**src/rtl/mux8_rr_scheduler.sv**
```systemverilog
// mux8_rr_scheduler: round-robin owner of one shared 8:1 single-bit mux
module mux8_rr_scheduler #(
   parameter int HOLD_MAX = 4
) (
   input  logic       clk,
   input  logic       rst,
   input  logic [7:0] req,
   input  logic [7:0] din,
   output logic [7:0] gnt,
   output logic [2:0] sel,
   output logic       y,
   output logic       valid,
   output logic       busy
);
   typedef enum logic {IDLE, GRANT} state_t;
   state_t     state_q;
   logic [2:0] ptr_q;
   logic [3:0] cnt_q;
   logic [2:0] win;
   logic       rel;
   // first requester at or after ptr; scanning downward lets the nearest one win
   always_comb begin
      win = ptr_q;
      for (int k = 7; k >= 0; k--)
         if (req[ptr_q + 3'(k)]) win = ptr_q + 3'(k);
   end
   assign rel   = !req[sel] || cnt_q == 4'(HOLD_MAX - 1);
   assign valid = busy && req[sel];
   assign y     = valid && din[sel];
   // grant FSM: one idle turnaround cycle between every pair of grants
   always_ff @(posedge clk) begin
      if (rst) begin
         state_q <= IDLE;
         gnt     <= '0;
         sel     <= '0;
         ptr_q   <= '0;
         cnt_q   <= '0;
         busy    <= 1'b0;
      end else if (state_q == IDLE) begin
         if (|req) begin
            state_q <= GRANT;
            gnt     <= 8'b1 << win;
            sel     <= win;
            cnt_q   <= '0;
            busy    <= 1'b1;
         end
      end else if (rel) begin
         state_q <= IDLE;
         gnt     <= '0;
         busy    <= 1'b0;
         cnt_q   <= '0;
         ptr_q   <= sel + 3'd1;
      end else begin
         cnt_q <= cnt_q + 4'd1;
      end
   end
endmodule
```
**config.mk**
```make
export PLATFORM = sky130hd
export DESIGN_NAME = mux8_rr_scheduler
export DESIGN_NICKNAME = d
export VERILOG_FILES = /design/src/rtl/mux8_rr_scheduler.sv
export SDC_FILE = /design/constraint.sdc
export NUM_CORES = 1
export LEC_CHECK = 0
export BUFFER_PORTS_ARGS = -buffer_cell sky130_fd_sc_hd__clkbuf_2
export CORE_MARGIN = 4
export CORE_UTILIZATION = 55
export CTS_CLUSTER_DIAMETER = 80
export DETAILED_ROUTE_END_ITERATION = 10
export PLACE_DENSITY_LB_ADDON = 0.12
export RECOVER_POWER = 100
export SLEW_MARGIN = 20
export SYNTH_ARGS = -nofsm -noshare
export SYNTH_HDL_FRONTEND = slang
export SYNTH_SLANG_ARGS = --single-unit
```
**constraint.sdc**
```tcl
create_clock -name clk -period 6.5 [get_ports clk]
set_input_delay 0.65 -clock clk [delete_from_list [all_inputs] [get_ports clk]]
set_output_delay 0.65 -clock clk [all_outputs]
set_load 0.02 [all_outputs]
```
==> metrics.cfg <==
[outcome]
status = complete, no violations

[setup_path]
crit_start = ptr_q[0]
path_buf_inv = 1
worstPathRequired_ps = 6700
end_kind = flip-flop
critPathSlowestCell = dfxtp_1
crit_family = multiplexers
start_kind = flip-flop
r2r_start = ptr_q[0]
slowest_delay_ps = 970
rr_worst_depth = 9
crit_end = gnt[5]
crit_arrival_ps = 4350
reg2reg_slack_ps = 2350
reg2reg_to = gnt[5]
path_cells = inv_1, ha_1, mux4_1, mux2_2, o21ai_0, or3_1, o211ai_1, and2b_1, a32o_2
crit_fanout = 22
worst-path-stages = 9
critPathKind = reg2reg

[floorplan]
die_area_sq_mm = 0.004465
fp.coreArea_sq_mm = 0.003337
die_y_microns = 66.82
start_util_pct = 57.03
die_x_microns = 66.82
fp-row-count = 21
ios = 32

[timing]
rsz0062_at_grt = false
finalCritPeriodShare_pct = 63.85
finalWorstSetupSlack_ps = 2349
finalSetupViolCount = 0
setup_tns_ps = 0
max_slew.worst_pin.slew_ps = 960.2
fin_skew_ps = 2.319
hold_viol = 0
slew_violations = 0
max_freq_mhz = 240.9
fin_crit_ps = 4151
slew_headroom_pct = 35.90

[logic_synthesis]
synth.top_cells.by_count = dfxtp_1 (20), a21oi_1 (14), nand2_1 (14), nor2_1 (14), mux4_2 (12)
yosys_warnings = 0
syn_inst = 194
synth_seq_cells = 20
synth_top_area_share_pct = 21.04
synth_nets = 216
yosysTopAreaCell = dfxtp_1
synthTopCellsByArea = dfxtp_1 (21%), mux4_2 (14%), mux2i_1 (5.8%)
ys.flop_type = dfxtp_1
synth_area_per_cell_sq_um = 9.810
syn-cell-area_sq_mm = 0.001903
ys_seq_area_share_pct = 21.04
synth_edf_count = 0
synth_cell_types = 57
synth_most_common_cell = dfxtp_1
async_reset_ff_share_pct = 0

[pwr]
ir_worst_vdd_mv = 0.2506
p_total_uw = 936.1
leakage_uw = 0.0007699
power_per_cell_area_mw_per_mm2 = 453.2

[detailed_routing]
wire_per_inst_microns = 18.41
drc = 0
vias_per_cell = 6.590
firstDrtPassIters = 4
num_vias = 1753
final_antenna_net_count = 0
drtIter0Drc = 181
routed_wl_microns = 4898

[layout]
diodes = 0
syn2layout_area_growth_pct = 8.547
drive_gt1_share_pct = 23.64
final_area_sq_mm = 0.002066
final_nets = 243

[cts]
cts_sinks = 20
clk_pin_slew_worst_paths_ps = 120
cts_buffer_depth = 2
cts-resized-gates = 0
clk_latency_ps = 300
root_buffer = clkbuf_4
cts-buffers-inserted = 3
hold_buffers = 0
htreeDepth = 1
post-cts-setup-buffer-count = 0
cts_tree = yes

[run]
maxCapViolCount = 0

[global_route]
grt_overflow_total = 0
global_route.usage.total_pct = 23.41
grt_max_degree = 23
first_global_vias = 1763
grt_first_pass_wirelength_microns = 8079
antenna_found_initial = 0

[place]
dp_slack_ps = 2549
place_congestion = 0.9366
place_hpwl_microns = 3656
io_buffers = 31
place_area_sq_mm = 0.002039

[hold_path]
hp-class = reg2reg
hold_start = gnt[6]

==> cells by family after synthesis <==
kind of cell	Yosys count	synth area share [%]
AO/OA/AOI/OAI	53	21.24
AND/OR/NAND/NOR	56	14.60
adder cells (fa/ha/maj)	4	2.630
XOR/XNOR	4	1.841
buffers and inverters	20	6.180
flip-flops	20	21.04
multiplexers	37	32.48
==> worst min-delay path: stages (launching register included) <==
cell and delay (ps):
dfxtp_1 340, nand2_1 50, o41ai_1 50
==> cell usage in the layout (no fill, tap or decap), drive strengths merged, types with 2 or more instances in the layout <==
cell    count
xnor2       3
nand3       4
and2        4
a221oi      3
nand2      15
a21oi      16
a221o       2
clkbuf     34
o22ai       3
o31ai       2
nor2b       2
dfxtp      20
or3         2
mux2i      12
nor2       14
o21ai       6
a32o        4
a32oi       2
ha          4
nor3        4
o41ai       4
mux2        8
nand2b      3
nor4        2
and3        2
or2         2
mux4       17
a211oi      4
inv        10
==> state kept, by name, indices dropped and copies added (netlist names) <==
| name | count |
|---|---|
| state_q | 1 |
| ptr_q | 3 |
| busy | 1 |
| sel | 3 |
| gnt | 8 |
| cnt_q | 4 |
==> where the power goes <==
part / switching [uW] / total (uW) / leakage [uW] / internal [uW]
clock: 38.6 / 101 / 0.0000279 / 62.3
combinational: 347 / 620 / 0.000579 / 272
sequential: 62.2 / 216 / 0.000163 / 154
==> cell type report <==
| cell class | instances | area, sq um |
|---|---|---|
| multi-input combinational | 154 | 1376 |
| fill | 320 | 1271 |
| sequential | 20 | 400.4 |
| timing repair buffer | 31 | 137.6 |
| tap | 46 | 57.56 |
| inverter | 11 | 41.29 |
| clock inverter | 1 | 30.03 |
| clock buffer | 3 | 22.52 |
==> metrics by stage <==
step / std cells / hold slack (ps) / utilization, %
after floorplan: 194 / 458.5 / -
after global placement: 262 / 440.1 / 61.12
after detailed placement: 262 / 439.5 / 61.12
after CTS: 266 / 470.6 / 62.69
after global routing: 266 / 496.8 / 61.90
final: 266 / 465.5 / 61.90
==> metal layers <==
| metal | share of wire [%] | global-route usage [%] | up-vias | wire [microns] |
|---|---|---|---|---|
| met3 | 5.8 | 1.349 | 15 | 282 |
| met2 | 48 | 40.72 | 90 | 2355 |
| met1 | 43 | 29.85 | 836 | 2092 |
| li1 | - | - | 812 | - |
| met4 | 3.4 | 9.898 | 0 | 168 |
| met5 | 0 | 0 | - | 0 |
==> worst min path at each step <==
stage	end	slack (ps)	cells after the start
final	gnt[6]	470	2
after global routing	gnt[7]	500	1
after CTS	gnt[6]	470	2
after detailed placement	gnt[6]	440	2
after global placement	gnt[2]	440	2
after floorplan	cnt_q[3]	460	2
Power figures use the tool's default switching activity.
